===== src/rtl/game_pkg.sv =====
// rtl/game_pkg.sv - shared playfield geometry, colours and sequencer state encoding
package game_pkg;

   localparam int GRID_W  = 16;
   localparam int GRID_H  = 32;
   localparam int SCALE   = 3;
   localparam int SCALE_W = (SCALE > 1) ? $clog2(SCALE) : 1;

   localparam logic [2:0] FG_COLOUR = 3'b000;
   localparam logic [2:0] BG_COLOUR = 3'b001;

   localparam logic [2:0] ST_IDLE   = 3'd0;
   localparam logic [2:0] ST_UPDATE = 3'd1;
   localparam logic [2:0] ST_SPAWN  = 3'd2;
   localparam logic [2:0] ST_SHIFT  = 3'd3;
   localparam logic [2:0] ST_ADDR   = 3'd4;
   localparam logic [2:0] ST_PIX    = 3'd5;
   localparam logic [2:0] ST_DONE   = 3'd6;

   function automatic logic [2:0] cell_colour(input logic occupied);
      return occupied ? FG_COLOUR : BG_COLOUR;
   endfunction

endpackage


===== src/rtl/tick_divider.sv =====
// rtl/tick_divider.sv - wrap counter 0..N-1 with enable and terminal-count pulse
module tick_divider #(
   parameter int N = 16
) (
   input  logic clock,
   input  logic resetn,
   input  logic i_en,
   output logic o_tc
);

   localparam int W = (N > 1) ? $clog2(N) : 1;

   logic [W-1:0] r_count;

   // o_tc marks the cycle in which the counter wraps back to zero
   assign o_tc = i_en && (r_count == W'(N - 1));

   always_ff @(posedge clock or negedge resetn) begin
      if (!resetn)
         r_count <= '0;
      else if (o_tc)
         r_count <= '0;
      else if (i_en)
         r_count <= r_count + 1'b1;
   end

endmodule


===== src/rtl/frame_sequencer.sv =====
// rtl/frame_sequencer.sv - game tick, spawn/shift sequencing and playfield redraw; FRAME_SEQ_COLLISION_EN adds game_over
module frame_sequencer
   import game_pkg::*;
#(
   parameter int TICK_CYCLES = 833334,
   parameter int SHIFT_DIV   = 16,
   parameter int SPAWN_DIV   = 16
) (
   input  logic       clock,
   input  logic       resetn,
   input  logic       enable,
   output logic [3:0] cell_col,
   output logic [4:0] cell_row,
   input  logic       cell_data,
   input  logic [3:0] player_col,
   output logic       spawn_pulse,
   output logic       shift_pulse,
   output logic [7:0] x,
   output logic [6:0] y,
   output logic [2:0] colour,
   output logic       plot,
   output logic       busy,
   output logic       frame_done,
   output logic       overrun,
   output logic       game_over
);

   logic [2:0]         r_state;
   logic               r_pending, r_overrun, r_do_shift, r_do_spawn;
   logic [3:0]         r_col;
   logic [4:0]         r_row;
   logic [SCALE_W-1:0] r_dx, r_dy;
   logic [2:0]         r_colour;

   logic w_tick_tc, w_div_tc, w_shdiv_tc, w_tick, w_consume;
   logic w_pix, w_first_px, w_game_over;
   logic [2:0] w_cell_colour;

   tick_divider #(.N(TICK_CYCLES)) u_tick_cnt (
      .clock(clock), .resetn(resetn), .i_en(enable), .o_tc(w_tick_tc));
   tick_divider #(.N(SHIFT_DIV)) u_tick_div (
      .clock(clock), .resetn(resetn), .i_en(enable && (r_state == ST_UPDATE)), .o_tc(w_div_tc));
   tick_divider #(.N(SPAWN_DIV)) u_shift_div (
      .clock(clock), .resetn(resetn), .i_en(w_div_tc), .o_tc(w_shdiv_tc));

   assign w_pix         = (r_state == ST_PIX);
   assign w_first_px    = (r_dx == '0) && (r_dy == '0);
   assign w_cell_colour = cell_colour(cell_data);
   assign w_tick        = w_tick_tc && !w_game_over;
   assign w_consume     = enable && (r_state == ST_IDLE) && r_pending;

`ifdef FRAME_SEQ_COLLISION_EN
   logic r_game_over;

   always_ff @(posedge clock or negedge resetn) begin
      if (!resetn)
         r_game_over <= 1'b0;
      else if (enable && w_pix && w_first_px && cell_data &&
               (r_col == player_col) && (r_row == 5'(GRID_H - 3)))
         r_game_over <= 1'b1;
   end

   assign w_game_over = r_game_over;
`else
   logic w_unused;
   assign w_unused    = &{1'b0, player_col};
   assign w_game_over = 1'b0;
`endif

   // A tick landing in the same cycle IDLE consumes the flag re-arms it
   always_ff @(posedge clock or negedge resetn) begin
      if (!resetn) begin
         r_pending <= 1'b0;
         r_overrun <= 1'b0;
      end else if (w_consume) begin
         r_pending <= w_tick;
      end else if (w_tick) begin
         if (r_pending)
            r_overrun <= 1'b1;
         r_pending <= 1'b1;
      end
   end

   always_ff @(posedge clock or negedge resetn) begin
      if (!resetn) begin
         r_state    <= ST_IDLE;
         r_do_shift <= 1'b0;
         r_do_spawn <= 1'b0;
         r_col      <= '0;
         r_row      <= '0;
         r_dx       <= '0;
         r_dy       <= '0;
         r_colour   <= '0;
      end else if (enable) begin
         case (r_state)
            ST_IDLE:   if (r_pending) r_state <= ST_UPDATE;
            ST_UPDATE: begin
               r_do_shift <= w_div_tc;
               r_do_spawn <= w_shdiv_tc;
               r_state    <= ST_SPAWN;
            end
            ST_SPAWN:  r_state <= ST_SHIFT;
            ST_SHIFT:  r_state <= ST_ADDR;
            ST_ADDR:   r_state <= ST_PIX;
            ST_PIX: begin
               if (w_first_px)
                  r_colour <= w_cell_colour;
               if (r_dx == SCALE_W'(SCALE - 1)) begin
                  r_dx <= '0;
                  if (r_dy == SCALE_W'(SCALE - 1)) begin
                     r_dy    <= '0;
                     r_state <= ST_ADDR;
                     if (r_row == 5'(GRID_H - 1)) begin
                        r_row <= '0;
                        if (r_col == 4'(GRID_W - 1)) begin
                           r_col   <= '0;
                           r_state <= ST_DONE;
                        end else begin
                           r_col <= r_col + 1'b1;
                        end
                     end else begin
                        r_row <= r_row + 1'b1;
                     end
                  end else begin
                     r_dy <= r_dy + 1'b1;
                  end
               end else begin
                  r_dx <= r_dx + 1'b1;
               end
            end
            ST_DONE:   r_state <= ST_IDLE;
            default:   r_state <= ST_IDLE;
         endcase
      end
   end

   assign cell_col    = r_col;
   assign cell_row    = r_row;
   assign busy        = (r_state != ST_IDLE);
   assign plot        = enable && w_pix;
   assign spawn_pulse = enable && (r_state == ST_SPAWN) && r_do_spawn;
   assign shift_pulse = enable && (r_state == ST_SHIFT) && r_do_shift;
   assign frame_done  = enable && (r_state == ST_DONE);
   assign overrun     = r_overrun;
   assign game_over   = w_game_over;
   assign x      = w_pix ? 8'(int'(r_col) * SCALE + int'(r_dx)) : 8'd0;
   assign y      = w_pix ? 7'(int'(r_row) * SCALE + int'(r_dy)) : 7'd0;
   // Cell read data is only valid on the first PIX cycle, so it is held after that
   assign colour = w_pix ? (w_first_px ? w_cell_colour : r_colour) : 3'd0;

endmodule


===== config.mk =====
export PLATFORM = sky130hd
export DESIGN_NAME = frame_sequencer
export DESIGN_NICKNAME = d
export VERILOG_FILES = /design/src/rtl/game_pkg.sv /design/src/rtl/tick_divider.sv /design/src/rtl/frame_sequencer.sv
export SDC_FILE = /design/constraint.sdc
export NUM_CORES = 1
export LEC_CHECK = 0
export CAP_MARGIN = 20
export CORE_UTILIZATION = 60
export DETAILED_ROUTE_END_ITERATION = 10
export PLACE_DENSITY_LB_ADDON = 0.12
export SYNTH_ARGS = -nofsm -noshare
export SYNTH_HDL_FRONTEND = slang
export SYNTH_SLANG_ARGS = --single-unit

===== constraint.sdc =====
create_clock -name clock -period 6.14 [get_ports clock]
set_input_delay 1.228 -clock clock [delete_from_list [all_inputs] [get_ports clock]]
set_output_delay 1.228 -clock clock [all_outputs]
set_load 0.02 [all_outputs]

# [Yosys cells after proc, flatten, opt, wreduce, memory -nomap -nowiden]
# Cells that the tools add are included.
[word_totals] reg_bits=51 inputBits=8 out_inout_bits=34 word_cells=92
[op_classes] n_addsub=9 mul=2 n_eq_ne=16 n_mux=23 bitwise=1 reduce_logical=28
[ops] operator="$mux W20" count=2
[ops] operator="$add A20 B1 Y20 const B" count=1
[ops] operator="$eq A20 B20 Y1 const B" count=1
[ops] operator="$mux W4" count=5
[ops] operator="$pmux W3 S6" count=1
[ops] operator="$mux W3" count=5
[ops] operator="$mux W7" count=2
[ops] operator="$logic_and A1 B1 Y1" count=13
[ops] operator="$add A4 B1 Y4 const B" count=3
[ops] operator="$eq A4 B4 Y1 const B" count=3
[ops] operator="$eq A3 B3 Y1 const B" count=3
[ops] operator="$mux W2" count=4
[ops] operator="$reduce_and A4 Y1" count=2
[ops] operator="$reduce_bool A2 Y1" count=4
[ops] operator="$add A6 B2 Y7" count=1
[ops] operator="$add A7 B2 Y7" count=1
[ops] operator="$mul A5 B2 Y7 const B" count=1
[ops] operator="$eq A3 B2 Y1 const B" count=2
[ops] operator="$mul A4 B2 Y6 const B" count=1
[ops] operator="$reduce_and A3 Y1" count=2
[ops] operator="$add A5 B1 Y5 const B" count=1
[ops] operator="$eq A5 B5 Y1 const B" count=1
[ops] operator="$mux W5" count=1
[ops] operator="$reduce_and A5 Y1" count=1
[ops] operator="other kinds (11)" count=18

# [Longest topological paths before layout]
# Gate-level depths: netlist of run 1.
[logic_depth] ltp_word=6 ltp_mapped=8 mapped_depth_nobuf=7

# [Modules after synthesis]
# A second synthesis of run 1 with hierarchy kept.
[unflattened] cells_unflattened=331 hier_area_um2=3229.3
[modules_own_cells] mod="frame_sequencer" n_inst=1 cells_each=180 area_per_inst_um2=1755.4 seq_area_each_um2=575.6
[modules_own_cells] mod="tick_divider (u_tick_cnt)" n_inst=1 cells_each=113 area_per_inst_um2=1098.6 seq_area_each_um2=500.5
[modules_own_cells] mod="tick_divider (u_shift_div ...)" n_inst=2 cells_each=19 area_per_inst_um2=187.7 seq_area_each_um2=100.1

# [Least setup slack after synthesis of run 1]
# Ideal clock, no wire load.
[synth_path] path_type="register to output" from="register r_row[0], in the netlist cell_row[0]" to="output y[5]" arrival_ns=2.309 path_slack_ns=2.603 path_stages_with_launch=8 path_buffers=0 path_cell_list="dfrtp_1 fa_1 ha_1 fa_1 a21o_1 a21oi_1 xor2_1 nor2_1"
[synth_via] elab_chain_cells=3
[synth_lines] element="from (decl)" line_no="frame_sequencer.sv:31" rtl="logic [4:0] r_row;"
[synth_lines] element="from (signal assigned)" line_no="frame_sequencer.sv:122" rtl="r_row <= r_row + 1'b1;"
[synth_lines] element="$mul A5 B2 Y7" line_no="frame_sequencer.sv:147" rtl="assign y = w_pix ? 7'(int'(r_row) * SCALE + int'(r_dy)) : 7'd0;"
[synth_lines] element="$add A7 B2 Y7" line_no="frame_sequencer.sv:147"
[synth_lines] element="$mux W7" line_no="frame_sequencer.sv:147"
[synth_lines] element="to (decl)" line_no="frame_sequencer.sv:19" rtl="output logic [6:0] y,"
# No other way between the ends.

# [Final worst setup path of run 1]
[layout_path] from="input enable" to="output shift_pulse"
[layout_via] elab_chain_cells=2
[layout_lines] element="from (decl)" line_no="frame_sequencer.sv:11" rtl="input logic enable,"
[layout_lines] element="$logic_and A1 B1 Y1 (2 in a row)" line_no="frame_sequencer.sv:142" rtl="assign shift_pulse = enable && (r_state == ST_SHIFT) && r_do_shift;"
[layout_lines] element="to (decl)" line_no="frame_sequencer.sv:17" rtl="output logic shift_pulse,"
# No other way between the ends.

==> results of run 1 <==
## worst max path at each step
stage / cells after the start / slack [ns] / to / startpoint
finish: 4 / 1.65 / shift_pulse / enable
CTS: 4 / 1.66 / shift_pulse / enable
global route: 4 / 1.57 / plot / enable
detailed placement: 4 / 1.69 / shift_pulse / enable
floorplan: 7 / 2.60 / y[5] / cell_row[0]
global placement: 4 / 1.68 / spawn_pulse / enable
## layout make-up
class,count,area share
clock buffer,6,0.02049
clock inverter,2,0.003532
inverter,11,0.01166
multi-input combinational,245,0.4836
sequential,51,0.3603
tap,67,0.02367
timing repair buffer,35,0.09679
## power by group
group | switching (mW) | internal [mW]
registers | 0.0884 | 0.387
logic | 0.113 | 0.105
clock network | 0.112 | 0.0798
## per-stage QoR
| stage | worst slack, ns | cells | util | total power [mW] |
|---|---|---|---|---|
| floorplan | 2.603 | 322 | - | 0.6274 |
| global placement | 1.675 | 409 | 0.7085 | 0.6867 |
| detailed placement | 1.687 | 409 | 0.7085 | 0.6955 |
| CTS | 1.663 | 417 | 0.7259 | 0.8866 |
| global route | 1.570 | 417 | 0.7259 | 0.9406 |
| finish | 1.652 | 417 | 0.7259 | 0.8846 |
## registers in the layout (all words and copies together), names as in the netlist
signal,flops
u_tick_cnt.r_count,20
cell_row,5
cell_col,4
u_shift_div.r_count,4
u_tick_div.r_count,4
r_colour,3
r_state,3
r_dx,2
r_dy,2
overrun,1
r_do_shift,1
r_do_spawn,1
r_pending,1
## cells by family after synthesis
group | after synthesis | share of synthesized area
simple gates | 141 | 0.2440
fa+ha+maj | 27 | 0.1172
other cells | 1 | 0.001195
flops | 51 | 0.4067
buf+inv | 26 | 0.04984
xor+xnor | 25 | 0.06978
mux | 5 | 0.01754
compound gates | 44 | 0.09371
## metal layers
layer / routed length, µm / part of all wire
met5: 0 / 0
met4: 84 / 0.014
met3: 156 / 0.026
met2: 2929 / 0.48
met1: 2904 / 0.48
## cell usage after synthesis (3+ instances only)
| master | instances | share of area |
|---|---|---|
| inv_1 | 10 | 0.012 |
| ha_1 | 23 | 0.092 |
| nor2_1 | 26 | 0.031 |
| dfrtp_1 | 51 | 0.41 |
| buf_4 | 3 | 0.0072 |
| xor2_1 | 13 | 0.036 |
| nand2b_1 | 4 | 0.0080 |
| and4_1 | 3 | 0.0084 |
| nor4_1 | 4 | 0.0080 |
| nand3_1 | 10 | 0.016 |
| nand2_1 | 35 | 0.042 |
| fa_1 | 4 | 0.026 |
| nor3_1 | 6 | 0.0096 |
| o21ai_0 | 12 | 0.019 |
| a21o_1 | 7 | 0.017 |
| xnor2_1 | 12 | 0.033 |
| nand4_1 | 18 | 0.036 |
| and2_1 | 9 | 0.018 |
| buf_2 | 4 | 0.0064 |
| clkbuf_1 | 3 | 0.0036 |
| nor2b_1 | 3 | 0.0060 |
| a21oi_1 | 9 | 0.014 |
| mux2_2 | 4 | 0.014 |
## worst min-delay path, stage by stage (launching register included)
cell	delay (ns)
dfrtp_1	0.35
nand2_1	0.06
nand2_1	0.06
==> summary.txt, run 1 <==
Layout
  – Layout cell share with drive strength beyond 1: 0.07714
  – ANT cells: 0
  – Sequential Area: 1276 µm²
  – # nets final: between 300 and 400
  – Fillers: roughly 380
  – Synth-to-Final Area Change: 12.88%
  – Most frequent cells in the layout: dfrtp_1, nand2_1, clkdlybuf4s50_1, nor2_1, ha_1
  – Footprint of the multi-input gates: between 1500 and 2000 µm²
  – Commonest non-fill, non-tap cell in the layout: dfrtp_1
  – Post-route cell area: about 3500 µm²

Yosys
  – Syn_area_per_cell: 9.806 µm²
  – Asr flop ratio synth: 1.000
  – Post-synth top flop: dfrtp_1
  – Synth Instances: 320
  – Post-synth EDFFs: 0
  – Synth cell types: 58
  – Netlist Area Pre-Place: ~3100 µm²
  – Number of synthesis warnings: 0
  – Sequential area share after synthesis: 0.4067
  – Yosys reg bits: 51

Timing
  – RSZ-0062 raised after global routing: no
  – Maximum clock frequency: about 220 MHz
  – Setup violators final: 0
  – Max-slew headroom: 0.4704
  – Hold slack final: ~0.49 ns
  – Final Hold Vio Count: 0
  – Pins Over Slew Limit: 0
  – Minimum clock period: about 4.5 ns
  – Worst-margin pin slew: ~0.79 ns
  – Tcrit/Tclk final: 0.7310
  – Setup Skew: ~0.0059 ns
  – Post-route setup TNS: 0 ns

Global route
  – Vias in the first global route: around 2.2k
  – Total Routing Usage GR: 0.2423
  – First-pass GRT wire length: 10120 µm
  – Largest net degree at the start of global routing: 52
  – GRT Max-Usage Layer: met2
  – Overflow after GRT: 0
  – GR Util met1: 0.3395
  – Initial antenna violation count: 0
  – GRT met2 Usage: 0.3869
  – Met3 Use GR: 0.03794

Die
  – Die W: about 74 µm
  – Placeable Area: between 4000 and 5000 µm²
  – Die area: between 5000 and 6000 µm²
  – Starting Density: 0.6431
  – Io pins: 42
  – Die Span Y: roughly 74 µm
  – Num rows: 25

Route
  – Total number of vias: around 2.4k
  – DR pass1 iterations: 4
  – Post-route ant nets: 0
  – DR WL/cell: 14.57 µm
  – Vias per inst: ~5.8
  – Residual DRC count: 0
  – DRT iter0 DRCs: 170
  – Routed WL: between 6000 and 7000 µm

Worst setup path
  – Most frequent CP cell: clkdlybuf4s50_1
  – Reg-to-reg endpoint: cell_col[2]
  – Worst Setup End Kind: primary output
  – CP delay by family, top: buffers and inverters
  – Critical path arrival: around 3.3 ns
  – R2r setup slk: approximately 4.0 ns
  – Setup Crit Path Kind: input pin to primary output
  – CP max stage cell: clkdlybuf4s50_1
  – Critical path, cell by cell: clkdlybuf4s50_1 > nor2b_1 > and4_1 > clkdlybuf4s50_1
  – Worst-path fanout max: 20
  – R2r startpoint: r_state[1]
  – Cells on worst reg2reg path: 6
  – Crit path launch type: input pin
  – Critical Path RT: roughly 4.9 ns
  – CP peak stage delay: roughly 0.87 ns
  – CP bufs+invs: 2

Outcome
  – Run status: finished clean

Place
  – HPWL after detailed placement: between 4000 and 5000 µm
  – GP Congestion: between 0.8 and 0.9
  – Placed Area: 3457 µm²
  – I/O Buffers: 34

Clock network
  – Hold buffer count at cts: 0
  – CTS tree: built
  – Root Driver: clkbuf_8
  – TritonCTS buffer count: 5
  – Clock buffer depth: 2
  – Skew-Pair Late Insertion Delay: just over 0.3 ns
  – Sink Count: 51
  – Postcts setup bufs: 0
  – H-Tree Depth: 2
  – CTS resizes: 0
  – Reg clk slew, reported paths: ~0.090 ns

Power and ir drop
  – Max IR drop VDD: ~280 µV
  – Power Density: around 250 nW/µm²
  – Static Leak: 1.663 nW

Hold path
  – Worst Hold Class: flip-flop to flip-flop
  – Hold path depth: 2
  – Worst hold start: r_do_shift
  – Hold endpoint: r_do_shift

Flow run
  – Number of max-cap violations: 0
Note: power is estimated with default switching activity, not from simulation.
==> run 2: changes to the inputs <==
--- a/config.mk
+++ b/config.mk
@@ -6,7 +6,7 @@
 export NUM_CORES = 1
 export LEC_CHECK = 0
 export CAP_MARGIN = 20
-export CORE_UTILIZATION = 60
+export CORE_UTILIZATION = 55
 export DETAILED_ROUTE_END_ITERATION = 10
 export PLACE_DENSITY_LB_ADDON = 0.12
 export SYNTH_ARGS = -nofsm -noshare
==> constraint.sdc (replaced) <==
create_clock -name clock -period 4.45 [get_ports clock]
set_input_delay 0.89 -clock clock [delete_from_list [all_inputs] [get_ports clock]]
set_output_delay 0.89 -clock clock [all_outputs]
set_load 0.02 [all_outputs]
==> run 2 against run 1 <==
Utilization down 7.4 points. First-iteration DRC count increased by 0.59%. Clock skew up 0.0017 ns. Sequential power grew 38%. Critical path type is now flip-flop to primary output. Largest power group unchanged.
==> summary.txt, run 2 (synthesized netlist as in run 1, its figures left out) <==
Layout
  – Layout cell share with drive strength beyond 1: 0.08262
  – Commonest non-fill, non-tap cell in the layout: dfrtp_1
  – ANT cells: 0
  – Post-route cell area: 3588 µm²
  – # nets final: just under 400
  – Register with the most flip-flops: u_tick_cnt.r_count
  – Synth-to-Final Area Change: 14.35%
  – Post-route insts no fill: around 420
  – Max reg flops: 20
  – Most frequent cells in the layout: dfrtp_1, nand2_1, clkdlybuf4s50_1, nor2_1, ha_1

Worst setup path
  – Critical Path RT: between 3 and 4 ns
  – Critical path arrival: ~3 ns
  – Worst Setup End Kind: primary output
  – Crit path launch type: flip-flop
  – Worst-path fanout max: 7
  – Setup Crit Path Kind: flip-flop to primary output

Route
  – Routed WL: about 6000 µm
  – DR WL/cell: 14.09 µm
  – DR pass1 iterations: 4
  – Total number of vias: between 2k and 2.5k
  – Residual DRC count: 0
  – Post-route ant nets: 0
  – Vias per inst: 5.761
  – DRT iter0 DRCs: between 150 and 200

Die
  – Placeable Area: 5507 µm²
  – Die area: 6012 µm²
  – Starting Density: 0.5699
  – Die Span Y: 77.54 µm
  – Die W: just under 80 µm
  – Num rows: 27
  – Io pins: 42

Power and ir drop
  – Static Leak: 1.688 nW
  – Final Power: 1.283 mW
  – Power Density: around 360 nW/µm²
  – Max IR drop VDD: 370.7 µV

Timing
  – Worst-margin pin slew: approximately 0.79 ns
  – Setup Skew: approximately 0.0075 ns
  – Minimum clock period: a little under 4 ns
  – Max-slew headroom: 0.4708
  – Maximum clock frequency: about 250 MHz
  – Pins Over Slew Limit: 0
  – RSZ-0062 raised after global routing: no
  – Hold slack final: between 0.4 and 0.5 ns
  – Final Hold Vio Count: 0
  – Tcrit/Tclk final: 0.8847
  – Post-route setup TNS: 0 ns
  – Setup violators final: 0

Clock network
  – Clock buffer depth: 2
  – Postcts setup bufs: 0
  – CTS resizes: 0
  – TritonCTS buffer count: 5
  – H-Tree Depth: 2
  – Hold buffer count at cts: 0
  – CTS tree: built
  – Skew-Pair Late Insertion Delay: approximately 0.30 ns
  – Sink Count: around 50
  – Reg clk slew, reported paths: 0.09 ns
  – Root Driver: clkbuf_8

Global route
  – Largest net degree at the start of global routing: between 50 and 60
  – First-pass GRT wire length: a little over 10000 µm
  – Overflow after GRT: 0
  – Total Routing Usage GR: 0.2158
  – Vias in the first global route: 2217
  – Initial antenna violation count: 0

Place
  – I/O Buffers: 34
  – GP Congestion: ~0.78
  – Placed Area: between 3000 and 4000 µm²
  – HPWL after detailed placement: 4270 µm
  – Inst Count DP: 415

Outcome
  – Run status: finished clean

Hold path
  – Worst Hold Class: flip-flop to flip-flop

Flow run
  – Number of max-cap violations: 0
[run 2: report_power, final]
group	total (mW)	leakage [nW]	internal, mW	switching (mW)
registers	0.654	0.678	0.534	0.121
logic	0.300	0.949	0.144	0.156
clock network	0.328	0.0612	0.182	0.146
[run 2: layout make-up]
cell class                      count  area [µm²]
Clock inverter                      2       35.03
Multi-Input combinational cell    245        1713
Timing Repair Buffer               36       350.3
Inverter                           11       41.29
Clock buffer                        6       82.58
Tap cell                           72       90.09
Fill cell                         438        1918
Sequential cell                    51        1276
[run 2: critical path: stages, from the launching register on]
cell,delay (ns)
dfrtp_1,0.48
fa_1,0.50
ha_1,0.24
fa_1,0.41
a21o_1,0.18
a21oi_1,0.17
xor2_1,0.08
nor2_1,0.08
clkdlybuf4s50_1,0.61
[run 2: path summary, 6_finish.rpt]
check	slack [ns]	from	cells after the start	to
max in group asynchronous	3.32	resetn	2	r_state[2]
min in group asynchronous	0.70	resetn	2	u_tick_cnt.r_count[13]
hold / removal	0.47	r_do_shift	2	r_do_shift
setup reg to reg	2.34	r_state[1]	6	cell_col[2]
hold reg to reg	0.47	r_do_shift	2	r_do_shift
setup / recovery	0.51	cell_row[0]	8	y[5]
[run 2: stage by stage]
step                  util  worst slack (ns)
floorplan                -             1.251
global placement    0.6303            0.8654
detailed placement  0.6303            0.8252
CTS                 0.6517            0.4916
global route        0.6517            0.3739
finish              0.6517            0.5131
[run 2: metal layers]
layer / routed length (µm) / part of all wire / vias to the layer above / track usage
li1: - / - / 1193 / -
met1: 3009 / 0.50 / 1182 / 0.3088
met2: 2665 / 0.45 / 60 / 0.3389
met3: 256 / 0.043 / 2 / 0.03647
met4: 29 / 0.0049 / 0 / 0.05660
met5: 0 / 0 / - / 0
==> run 3: changes to the inputs <==
--- a/config.mk
+++ b/config.mk
@@ -6,7 +6,9 @@
 export NUM_CORES = 1
 export LEC_CHECK = 0
 export CAP_MARGIN = 20
-export CORE_UTILIZATION = 55
+export CELL_PAD_IN_SITES_DETAIL_PLACEMENT = 1
+export CELL_PAD_IN_SITES_GLOBAL_PLACEMENT = 2
+export CORE_UTILIZATION = 35
 export DETAILED_ROUTE_END_ITERATION = 10
 export PLACE_DENSITY_LB_ADDON = 0.12
 export SYNTH_ARGS = -nofsm -noshare
==> run 3 against run 2 <==
Wire length grew 22%. Sequential cell count unchanged. Clock-buffer cell count grew 2. Combinational power increased by 6.7%. Setup slack worse by 0.043 ns. Non-clock buffer count rose by 1. Via count grew 0.12%. Sequential share of layout area decreased by 0.34 points. Largest cell class unchanged.
==> summary.txt, run 3 (synthesized netlist as in run 1, its figures left out) <==
Hold path
  – Worst hold start: r_do_shift
  – Hold path depth: 2
  – Worst Hold Class: flip-flop to flip-flop
  – Hold endpoint: r_do_shift

Die
  – Io pins: between 40 and 50
  – Starting Density: 0.3598
  – Num rows: 34
  – Die Span Y: roughly 97 µm
  – Die area: approximately 9300 µm²
  – Placeable Area: approximately 8700 µm²
  – Die W: 96.69 µm

Route
  – Vias per inst: approximately 5.3
  – Routed WL: a little over 7000 µm
  – Total number of vias: around 2.4k
  – Post-route ant nets: 0
  – DRT iter0 DRCs: between 100 and 150
  – Residual DRC count: 0
  – DR pass1 iterations: 4
  – DR WL/cell: 15.80 µm

Layout
  – Most frequent cells in the layout: dfrtp_1, nand2_1, clkdlybuf4s50_1, nor2_1, ha_1
  – ANT cells: 0
  – Synth-to-Final Area Change: 15.47%
  – Commonest non-fill, non-tap cell in the layout: dfrtp_1
  – Max reg flops: 20
  – Fillers: 996
  – Layout cell share with drive strength beyond 1: 0.08239
  – Post-route insts no fill: 460
  – Register with the most flip-flops: u_tick_cnt.r_count
  – Post-route cell area: about 3600 µm²
  – # nets final: a little under 400

Clock network
  – Clock buffer depth: 2
  – H-Tree Depth: 2
  – Reg clk slew, reported paths: roughly 0.090 ns
  – Skew-Pair Late Insertion Delay: around 0.30 ns
  – Root Driver: clkbuf_8
  – CTS tree: built
  – Hold buffer count at cts: 0
  – TritonCTS buffer count: 5
  – CTS resizes: 0
  – Sink Count: between 50 and 60
  – Postcts setup bufs: 0

Worst setup path
  – R2r startpoint: r_state[1]
  – R2r setup slk: roughly 2.3 ns
  – Critical Path RT: about 3.6 ns
  – Reg-to-reg endpoint: cell_col[2]
  – Critical path arrival: a little over 3 ns
  – Worst Setup End Kind: primary output
  – Worst-path fanout max: 7
  – Cells on worst reg2reg path: 6
  – Setup Crit Path Kind: flip-flop to primary output
  – Crit path launch type: flip-flop

Power and ir drop
  – Sequential power share: 0.517
  – Psw: around 450 µW
  – Max IR drop VDD: about 210 µV
  – Pint: roughly 830 µW
  – Clock network power share: 0.232
  – Switching Share: 0.3515
  – Combinational power share: 0.251
  – Power Density: 352.7 nW/µm²
  – Static Leak: about 1.7 nW

Timing
  – Post-route setup TNS: 0 ns
  – Maximum clock frequency: 251.3 MHz
  – Final Hold Vio Count: 0
  – Hold slack final: 0.4789 ns
  – RSZ-0062 raised after global routing: no
  – Pins Over Slew Limit: 0
  – Max-slew headroom: 0.5293
  – Worst-margin pin slew: a little over 0.7 ns
  – Setup Skew: about 0.0053 ns
  – Minimum clock period: about 4.0 ns
  – Tcrit/Tclk final: 0.8943
  – Setup violators final: 0

Place
  – Placed Area: ~3500 µm²
  – GP Congestion: 0.7173
  – I/O Buffers: 34
  – Inst Count DP: around 450
  – HPWL after detailed placement: ~5200 µm

Global route
  – Met3 Use GR: 0.02457
  – Largest net degree at the start of global routing: 52
  – Total Routing Usage GR: 0.1649
  – First-pass GRT wire length: 12560 µm
  – GRT met2 Usage: 0.2562
  – GRT Max-Usage Layer: met2
  – GR Util met1: 0.2395
  – Overflow after GRT: 0
  – Vias in the first global route: approximately 2.5k
  – Initial antenna violation count: 0

Outcome
  – Run status: finished clean

Flow run
  – Number of max-cap violations: 0
-- run 3: how the worst max path moves through the flow --
stage,startpoint,endpoint,slack [ns],cells past startpoint
final,cell_row[0],y[5],0.47,8
after floorplan,cell_row[0],y[5],1.25,7
after CTS,cell_row[0],y[5],0.43,8
after global routing,cell_row[0],y[5],0.35,8
after global placement,cell_row[0],y[5],0.82,8
after detailed placement,cell_row[0],y[5],0.79,8
-- run 3: worst max-delay path, stage by stage, from the launching register on --
cell             delay, ns
dfrtp_1               0.49
fa_1                  0.52
ha_1                  0.24
fa_1                  0.42
a21o_1                0.17
a21oi_1               0.16
xor2_1                0.09
nor2_1                0.08
clkdlybuf4s50_1       0.61
-- run 3: power by group through the flow --
stage | clock network, mW | registers (mW) | logic (mW)
detailed placement | 0 | 0.668 | 0.326
CTS | 0.312 | 0.660 | 0.326
global placement | 0 | 0.667 | 0.312
global route | 0.323 | 0.682 | 0.361
finish | 0.297 | 0.661 | 0.320
floorplan | 0 | 0.607 | 0.259
-- run 3: through the flow --
| step | utilization | total power, mW | worst slack [ns] |
|---|---|---|---|
| finish | 0.4155 | 1.278 | 0.4703 |
| global route | 0.4155 | 1.366 | 0.3515 |
| CTS | 0.4155 | 1.298 | 0.4350 |
| detailed placement | 0.4040 | 0.9937 | 0.7931 |
| global placement | 0.4040 | 0.9786 | 0.8242 |
| floorplan | - | 0.8657 | 1.251 |
-- run 3: final cells by class --
class                   count  area, µm²  area share
multi-input cells         245       1713      0.4727
flip-flops and latches     51       1276      0.3522
repair buffers             37      357.8     0.09876
well taps                 108      135.1     0.03729
clock buffers               8      100.1     0.02762
inverters                  11      41.29     0.01140
-- run 3: routing by layer --
layer,part of all wire,wire length (µm)
met2,0.44,3178
met5,0,0
met1,0.53,3838
met3,0.024,175
met4,0.010,73
